===== src/rtl/shift_sub_div_if.sv =====
// Request/result bundle for the shift-and-subtract divider.
// The master drives the operands and start; the slave returns the results and status.
interface shift_sub_div_if #(
    parameter int unsigned N = 32
);
    logic         start;
    logic [N-1:0] dividend;
    logic [N-1:0] divisor;
    logic [N-1:0] quotient;
    logic [N-1:0] remainder;
    logic         finish;
    logic         busy;
    logic         div_by_zero;

    modport master (
        output start, dividend, divisor,
        input  quotient, remainder, finish, busy, div_by_zero
    );

    modport slave (
        input  start, dividend, divisor,
        output quotient, remainder, finish, busy, div_by_zero
    );
endinterface


===== src/rtl/shift_sub_div.sv =====
// Sequential restoring (shift-and-subtract) divider: one quotient bit per clock.
// A start accepted at edge k raises finish after edge k+N, or after edge k+1 for a zero divisor.
// Optional macro SHIFT_SUB_DIV_SIGNED_EN: two's complement operands; the unsigned core
// divides magnitudes and the result edge applies sign correction (truncation toward zero).
module shift_sub_div #(
    parameter int unsigned N = 32
) (
    input  logic           clk,
    input  logic           reset,
    shift_sub_div_if.slave bus
);
    localparam int unsigned CW = $clog2(N);

    typedef enum logic [1:0] {IDLE, RUN, DONE} state_t;

    state_t        state_q;
    logic [N-1:0]  q_q;          // dividend shifting out / quotient shifting in
    logic [N-1:0]  d_q;          // captured divisor (magnitude)
    logic [N-1:0]  r_q;          // partial remainder; always < divisor, so N bits suffice
    logic [CW-1:0] cnt_q;
    logic [N-1:0]  quotient_q;
    logic [N-1:0]  remainder_q;
    logic          finish_q;
    logic          busy_q;
    logic          dbz_q;

    logic [N:0]    r_shift_c;
    logic          ge_c;
    logic [N-1:0]  r_d;
    logic [N-1:0]  q_d;
    logic [N-1:0]  a_mag_c;
    logic [N-1:0]  b_mag_c;
    logic [N-1:0]  quo_fin_c;
    logic [N-1:0]  rem_fin_c;
    logic [N-1:0]  rem_dbz_c;
    logic          accept_c;
    logic          last_c;

`ifdef SHIFT_SUB_DIV_SIGNED_EN
    logic          sa_q;         // dividend was negative
    logic          sb_q;         // divisor was negative
`endif

    // A new operation is taken when idle or on the cycle finish is presented.
    assign accept_c = bus.start && ((state_q == IDLE) || ((state_q == DONE) && finish_q));
    assign last_c   = (cnt_q == CW'(N - 1));

    // One restoring iteration: shift in the next dividend bit, subtract if it fits.
    always_comb begin
        r_shift_c = {r_q, q_q[N-1]};
        ge_c      = (r_shift_c >= {1'b0, d_q});
        r_d       = ge_c ? (r_shift_c[N-1:0] - d_q) : r_shift_c[N-1:0];
        q_d       = {q_q[N-2:0], ge_c};
    end

    // Operand conditioning at capture and result correction at completion.
    always_comb begin
`ifdef SHIFT_SUB_DIV_SIGNED_EN
        a_mag_c   = bus.dividend[N-1] ? (~bus.dividend + N'(1)) : bus.dividend;
        b_mag_c   = bus.divisor[N-1]  ? (~bus.divisor  + N'(1)) : bus.divisor;
        quo_fin_c = (sa_q ^ sb_q) ? (~q_d + N'(1)) : q_d;
        rem_fin_c = sa_q ? (~r_d + N'(1)) : r_d;
        rem_dbz_c = sa_q ? (~q_q + N'(1)) : q_q;
`else
        a_mag_c   = bus.dividend;
        b_mag_c   = bus.divisor;
        quo_fin_c = q_d;
        rem_fin_c = r_d;
        rem_dbz_c = q_q;
`endif
    end

    // Control FSM and datapath registers; all outputs are registered here.
    always_ff @(posedge clk or posedge reset) begin
        if (reset) begin
            state_q     <= IDLE;
            q_q         <= '0;
            d_q         <= '0;
            r_q         <= '0;
            cnt_q       <= '0;
            quotient_q  <= '0;
            remainder_q <= '0;
            finish_q    <= 1'b0;
            busy_q      <= 1'b0;
            dbz_q       <= 1'b0;
`ifdef SHIFT_SUB_DIV_SIGNED_EN
            sa_q        <= 1'b0;
            sb_q        <= 1'b0;
`endif
        end else if (accept_c) begin
            q_q      <= a_mag_c;
            d_q      <= b_mag_c;
            r_q      <= '0;
            cnt_q    <= '0;
            finish_q <= 1'b0;
            dbz_q    <= 1'b0;
`ifdef SHIFT_SUB_DIV_SIGNED_EN
            sa_q     <= bus.dividend[N-1];
            sb_q     <= bus.divisor[N-1];
`endif
            if (bus.divisor == '0) begin
                state_q <= DONE;
                busy_q  <= 1'b0;
            end else begin
                state_q <= RUN;
                busy_q  <= 1'b1;
            end
        end else begin
            case (state_q)
                RUN: begin
                    q_q   <= q_d;
                    r_q   <= r_d;
                    cnt_q <= cnt_q + CW'(1);
                    if (last_c) begin
                        quotient_q  <= quo_fin_c;
                        remainder_q <= rem_fin_c;
                        finish_q    <= 1'b1;
                        busy_q      <= 1'b0;
                        state_q     <= DONE;
                    end
                end
                DONE: begin
                    if (finish_q) begin
                        finish_q <= 1'b0;
                        state_q  <= IDLE;
                    end else begin
                        // zero divisor: skip RUN and present the fixed result one edge later
                        quotient_q  <= '1;
                        remainder_q <= rem_dbz_c;
                        dbz_q       <= 1'b1;
                        finish_q    <= 1'b1;
                    end
                end
                default: begin
                end
            endcase
        end
    end

    assign bus.quotient    = quotient_q;
    assign bus.remainder   = remainder_q;
    assign bus.finish      = finish_q;
    assign bus.busy        = busy_q;
    assign bus.div_by_zero = dbz_q;

endmodule


===== src/flat_wrapper.sv =====
// flat-port wrapper written by rule: the top's interface ports become plain ports
module shift_sub_div_flat 
#(
    parameter int unsigned N = 32
)
  (clk, reset, bus_start, bus_dividend, bus_divisor, bus_quotient, bus_remainder, bus_finish, bus_busy, bus_div_by_zero);
  shift_sub_div_if #(.N(N)) bus_i ();
  input  logic clk;
  input  logic reset;
  input wire logic [$bits(bus_i.start)-1:0] bus_start;
  input wire logic [$bits(bus_i.dividend)-1:0] bus_dividend;
  input wire logic [$bits(bus_i.divisor)-1:0] bus_divisor;
  output wire logic [$bits(bus_i.quotient)-1:0] bus_quotient;
  output wire logic [$bits(bus_i.remainder)-1:0] bus_remainder;
  output wire logic [$bits(bus_i.finish)-1:0] bus_finish;
  output wire logic [$bits(bus_i.busy)-1:0] bus_busy;
  output wire logic [$bits(bus_i.div_by_zero)-1:0] bus_div_by_zero;
  assign bus_i.start = bus_start;
  assign bus_i.dividend = bus_dividend;
  assign bus_i.divisor = bus_divisor;
  assign bus_quotient = bus_i.quotient;
  assign bus_remainder = bus_i.remainder;
  assign bus_finish = bus_i.finish;
  assign bus_busy = bus_i.busy;
  assign bus_div_by_zero = bus_i.div_by_zero;
  shift_sub_div #(.N(N)) u_core (.clk(clk), .reset(reset), .bus(bus_i));
endmodule

===== config.mk =====
export PLATFORM = sky130hd
export DESIGN_NAME = shift_sub_div_flat
export DESIGN_NICKNAME = d
export VERILOG_FILES = /design/src/rtl/shift_sub_div_if.sv /design/src/rtl/shift_sub_div.sv /design/src/flat_wrapper.sv
export SDC_FILE = /design/constraint.sdc
export NUM_CORES = 1
export LEC_CHECK = 0
export ABC_AREA = 1
export CORE_MARGIN = 1
export CORE_UTILIZATION = 50
export CTS_CLUSTER_DIAMETER = 120
export DETAILED_ROUTE_END_ITERATION = 8
export HOLD_SLACK_MARGIN = 0.05
export PLACE_DENSITY = 0.76
export SETUP_SLACK_MARGIN = 0.4
export SYNTH_ARGS = -nofsm -noshare
export SYNTH_HDL_FRONTEND = slang
export SYNTH_SLANG_ARGS = --single-unit

===== constraint.sdc =====
create_clock -name clk -period 5.56 [get_ports clk]
set_input_delay 0.834 -clock clk [delete_from_list [all_inputs] [get_ports clk]]
set_output_delay 0.834 -clock clk [all_outputs]
set_load 0.02 [all_outputs]

Word level (Yosys, flattened, before mapping)
Cells that the tools add are included.
{"block": "totals", "regBits": 170, "output_inout_bits": 67}
{"block": "classes", "bitwise_logic": 1, "reduce_logical": 15, "eq_ne": 8, "magnitude_cmp": 1, "add_sub_neg": 2, "muxes": 29}
{"op": "$mux 32", "count": 9}
{"op": "$pmux 32 s2", "count": 2}
{"op": "$ge 33x32->1", "count": 1}
{"op": "$logic_not 32->1", "count": 1}
{"op": "$sub 32x32->32", "count": 1}
{"op": "$mux 1", "count": 10}
{"op": "$mux 5", "count": 2}
{"op": "$mux 2", "count": 4}
{"op": "$reduce_bool 2->1", "count": 4}
{"op": "$ne 3x1->1 const B", "count": 2}
{"op": "$reduce_and 2->1", "count": 3}
{"op": "$add 5x1->5 const B", "count": 1}
{"op": "$eq 5x5->1 const B", "count": 1}
{"op": "$ne 2x2->1 const B", "count": 2}
{"op": "$pmux 2 s2", "count": 1}
{"op": "$reduce_and 4->1", "count": 1}
{"op": "$reduce_and 3->1", "count": 1}
{"op": "$reduce_bool 3->1", "count": 1}
{"op": "$eq 2x1->1 const B", "count": 1}
{"op": "$eq 2x2->1 const B", "count": 1}
{"op": "$logic_and 1x1->1", "count": 2}
{"op": "$logic_not 2->1", "count": 1}
{"op": "$ne 2x1->1 const B", "count": 1}
{"op": "$pmux 1 s2", "count": 1}
{"op": "2 further kinds", "count": 2}

Depth between registers and ports, before layout
{"block": "logic_depth", "depth_word": 6, "mapped_depth": 17, "ltp_nobuf": 16}

Worst setup path after synthesis
OpenSTA, ideal clock, no wires.
{"block": "synth_timing", "path_kind": "register to register", "startpoint": "register u_core.q_q[31]", "endpoint": "register u_core.remainder_q[16] (netlist: u_core.bus.remainder[16])", "required_time_ps": 5443, "n_path_buf": 0, "setup_slack_ps": 3392, "path_stages_with_launch": 16, "arrival_ps": 2052, "cell_sequence": "dfrtp_1 > inv_1 > ha_1 > inv_1 > fa_1 > nand3_1 > nand3_1 > nand2_1 > nand3_1 > nand2_1 > nand2_1 > or2_2 > nand3_2 > nand3_1 > nand2_1 > nand2_1"}
{"block": "synth_via", "elab_chain_len": 4, "word_cells_on_any_way": 5, "classes_between": "1 x add/sub; 1 x order compare; 3 x mux"}
{"element": "from (decl)", "line_no": "shift_sub_div.sv:17", "rtl": "logic [N-1:0] q_q;"}
{"element": "from (signal assigned)", "line_no": "shift_sub_div.sv:91", "rtl": "q_q <= a_mag_c;"}
{"element": "from (signal assigned)", "line_no": "shift_sub_div.sv:111", "rtl": "q_q <= q_d;"}
{"element": "$sub 32x32->32 or $ge 33x32->1 (tied branches)", "line_no": "shift_sub_div.sv:52, shift_sub_div.sv:51"}
{"element": "$mux 32 (*)", "line_no": "shift_sub_div.sv:52", "rtl": "r_d = ge_c ? (r_shift_c[N-1:0] - d_q) : r_shift_c[N-1:0];"}
{"element": "$mux 32 (*)", "line_no": "shift_sub_div.sv:114", "rtl": "if (last_c) begin"}
{"element": "$pmux 32 s2 (*)", "line_no": "shift_sub_div.sv:109", "rtl": "case (state_q)"}
{"element": "to (signal assigned)", "line_no": "shift_sub_div.sv:116", "rtl": "remainder_q <= rem_fin_c;"}
{"element": "to (signal assigned)", "line_no": "shift_sub_div.sv:129", "rtl": "remainder_q <= rem_dbz_c;"}
{"element": "to (decl)", "line_no": "shift_sub_div.sv:22", "rtl": "logic [N-1:0] remainder_q;"}
Every way passes the cells marked *; elsewhere a longest branch is shown, timed or not. The select of a mux whose other input is x is not followed.
A chain may end at the register's enable or synchronous reset.

Final worst setup path
{"block": "layout_timing", "startpoint": "register u_core.state_q[0]", "endpoint": "register u_core.quotient_q[0] (netlist: u_core.bus.quotient[0])"}
{"block": "layout_via", "elab_chain_len": 6, "word_cells_on_any_way": 12, "classes_between": "4 x eq/ne; 1 x mux; 1 x bitwise; 6 x reduce/logical"}
{"element": "from (decl)", "line_no": "shift_sub_div.sv:16", "rtl": "state_t state_q;"}
{"element": "from (signal assigned)", "line_no": "shift_sub_div.sv:76", "rtl": "state_q <= IDLE;"}
{"element": "from (signal assigned)", "line_no": "shift_sub_div.sv:102", "rtl": "state_q <= DONE;"}
{"element": "from (signal assigned)", "line_no": "shift_sub_div.sv:105", "rtl": "state_q <= RUN;"}
{"element": "$eq 2x2->1", "line_no": "shift_sub_div.sv:45, shift_sub_div.sv:109"}
{"element": "$logic_and 1x1->1", "line_no": "shift_sub_div.sv:45", "rtl": "assign accept_c = bus.start && ((state_q == IDLE) || ((state_q == DONE) && finish_q));"}
{"element": "$logic_or 1x1->1", "line_no": "shift_sub_div.sv:45"}
{"element": "$logic_and 1x1->1", "line_no": "shift_sub_div.sv:45"}
{"element": "$not 1->1 (no source line)"}
{"element": "$reduce_and 4->1 (no source line)"}
{"element": "to (signal assigned)", "line_no": "shift_sub_div.sv:115", "rtl": "quotient_q <= quo_fin_c;"}
{"element": "to (decl)", "line_no": "shift_sub_div.sv:21", "rtl": "logic [N-1:0] quotient_q;"}
Parallel ways exist; a longest one is shown, timed or not.

==> out/metrics.csv <==
metric;value;unit
postcts setup bufs;0;
critical path cell sequence;inv_1 > ha_1 > buf_4 > nand2_1 > inv_2 > o21ai_2 > inv_2 > nor2_1 > nand2_2 > buf_4 > inv_1 > o21ai_0 > inv_1;
Net Count, Synth;1500;
global-route wire length before repair;43.8;mm
Placement Setup Slack;1630;ps
CTS clk-pin slew, worst paths;70;ps
CTS Sinks;170;
fin crit share;68.4;%
core area;19700;um^2
Reg area;4250;um^2
WP data arrival;4130;ps
delay of the slowest critical-path stage;610;ps
Compound-Gate Fraction of Synth Area;10.0;%
CTS Buffer Depth;2;
DR vias;9448;
Crit. End Element;register;
I/O pin cnt;134;
ys async rst share;100;%
Commonest cells post-synth;525 x nand2_1, 189 x inv_1, 170 x dfrtp_1;
hold depth;2;
CP max-delay cell;inv_2;
CP Depth;13;
row cnt;51;
Initial Util;51.6;%
Synth top area share;42.0;%
layout cell share with drive strength beyond 1;6.07;%
insertion delay to the later sink of the worst-skew pair;440;ps
Final HPWL DP;20.2;mm
vias in the first global route;8599;
CP most frequent cell;inv_1;
Post-Syn Area;10100;um^2
top cell family by delay on the critical path;buffers and inverters;
most common cell in the netlist;nand2_1;
Routed Antenna Nets;0;
worst path bufs/invs;7;
Nets;1608;
worst slew pin tran;1080;ps
status;completed;
Clock H-tree levels;4;
Residual DRC;0;
mean post-synth cell area;7.27;um^2
Fillers;1851;
Worst slew margin;27.7;%
wire per inst;15.4;um
Tmin final;3800;ps
largest net degree at the start of global routing;171;
synth top area cells;dfrtp_1 42%, nand2_1 19%, inv_1 7.0%, ha_1 4.6%, a21oi_1 4.0%;
critical path class;register to register;
largest family of logic cells by synthesized area;simple AND/OR/NAND/NOR gates;
post-synthesis simple-gate area fraction;31.9;%
die area;20800;um^2
Max rail drop VDD;0.000399;V
final hold violations;0;
Final Max Tran Viols;0;
initial DRC count;662;
Netlist cell types;41;
yosys synthesis warning count;0;
prevailing post-synth register cell;dfrtp_1;
routability congestion estimate;0.922;
clk root buf;clkbuf_16;
Die Width;144;um
XOR/XNOR Fraction of Synth Area;1.30;%
post-cts resize count;0;
leak pwr;6.36;nW
slack of the critical path;1760;ps
Mapped Cells;1395;
setup TNS;0;ps
Total Routing Usage GR;27.5;%
Startpoint Class;register;
initial antenna violation count;0;
post-synthesis adder-cell area fraction;4.76;%
Die Ht;144;um
Multi-input gate area;4870;um^2
Syn-to-layout area delta;20.0;%
unrepaired setup endpoints after global routing;no;
Post-synth EDFFs;0;
Crit Path Max Fanout;65;
Setup Viol. Count Final;0;
cts bufs inserted;17;
Max Fclk;0.263;GHz
# port buffers;133;
drt total wl;27.5;mm
drt pass-1 iters;5;
Via density;5.30;
leading area contributor after synthesis;dfrtp_1;
Worst Skew;9.58;ps
#FFs+latches synth;170;
Core Util, Final;61.9;%
Worst EP required;5890;ps
sequential area share after synthesis;42.0;%
Ant. Diodes;0;
Max Cap Viol;0;
hold buffer count at CTS;0;
total gr overflow;0;
TritonCTS clock tree;yes;
worst r2r path cells;13;
mux cell area share after synthesis;0;%
Worst Hold Class;register to register;
Power Dens Cells;551;nW/um^2
## flip-flops by register name (all words and copies together), names as in the netlist
name	flops
u_core.bus.finish	1
u_core.bus.busy	1
u_core.d_q	32
u_core.r_q	32
u_core.bus.div_by_zero	1
u_core.bus.remainder	32
u_core.cnt_q	5
u_core.q_q	32
u_core.state_q	2
u_core.bus.quotient	32
## cell type report
cell class | instances | area share (%)
multi-input cells | 979 | 40.0
well taps | 265 | 2.73
clock inverters | 14 | 1.23
repair buffers | 140 | 11.5
inverters | 195 | 6.05
flip-flops and latches | 170 | 35.0
clock buffers | 18 | 3.53
## tightest hold or removal path, cell delays in order (launching register included)
cell and delay [ps]:
dfrtp_1 340, nand2_1 50, nand2_1 60
## cells by family after synthesis
logic type	count (synthesis)
xor gates and xnor gates	15
buffers and inverters	246
adders and majority gates	38
DFF	170
and+or+nand+nor	751
AOI/OAI and AO/OA	175
## worst paths after layout
path / from / end / slack, ps
max: u_core.state_q[0]$_DFFE_PP0P_ / u_core.bus.quotient[0]$_DFFE_PP0P_ / 1760
max reg2reg: u_core.state_q[0]$_DFFE_PP0P_ / u_core.bus.quotient[0]$_DFFE_PP0P_ / 1760
min in group asynchronous: reset / u_core.bus.quotient[2]$_DFFE_PP0P_ / 970
min: u_core.bus.remainder[2]$_DFFE_PP0P_ / u_core.bus.remainder[2]$_DFFE_PP0P_ / 480
min reg2reg: u_core.bus.remainder[2]$_DFFE_PP0P_ / u_core.bus.remainder[2]$_DFFE_PP0P_ / 480
max in group asynchronous: reset / u_core.d_q[27]$_DFFE_PP0P_ / 3900
## routing by layer
layer	vias to the layer above	wire length, um	track usage [%]	part of all wire, %
met5	-	0	0	0
met4	0	430	7.53	1.6
met3	34	1900	4.77	6.9
met2	326	12000	42.6	44
met1	4443	13100	39.4	48
li1	4645	-	-	-
## through the flow
step / power, mW / cells / area [um^2] / hold slack (ps)
finish: 6.70 / 1781 / 12200 / 484
global route: 7.21 / 1781 / 12200 / 503
CTS: 6.72 / 1781 / 12200 / 482
detailed placement: 5.51 / 1749 / 11600 / 464
global placement: 5.39 / 1749 / 11600 / 478
floorplan: 4.39 / 1395 / 10100 / 455
## where the power goes
group	total, mW	switching [mW]	internal (mW)
Clock	1.18	0.548	0.636
Combinational	3.58	2.36	1.23
Sequential	1.94	0.211	1.72
## cells in the final DEF, fill, tap and decap left out, types with 2 or more instances in the layout
cell type | netlist | routed
clkinvlp_4 | 0 | 4
nand4_1 | 6 | 6
and2_1 | 7 | 7
nor2_2 | 7 | 8
nand3_1 | 77 | 77
nor3_2 | 2 | 2
or2_2 | 3 | 3
nor3_1 | 11 | 11
a21oi_2 | 2 | 2
inv_6 | 0 | 5
inv_2 | 5 | 5
o221ai_1 | 30 | 30
inv_1 | 189 | 188
ha_1 | 37 | 37
nand3_2 | 17 | 17
nor2_1 | 63 | 62
inv_8 | 0 | 4
nor4_1 | 8 | 8
clkdlybuf4s50_1 | 0 | 133
a21oi_1 | 82 | 82
buf_4 | 0 | 6
o211ai_1 | 2 | 2
and3_1 | 2 | 2
dfrtp_1 | 170 | 170
nand2_2 | 10 | 11
nand3b_1 | 9 | 9
o21ai_1 | 14 | 14
clkbuf_16 | 0 | 17
nand2_1 | 525 | 524
xor2_1 | 14 | 14
o21ai_0 | 41 | 41
Power figures use the tool's default switching activity.
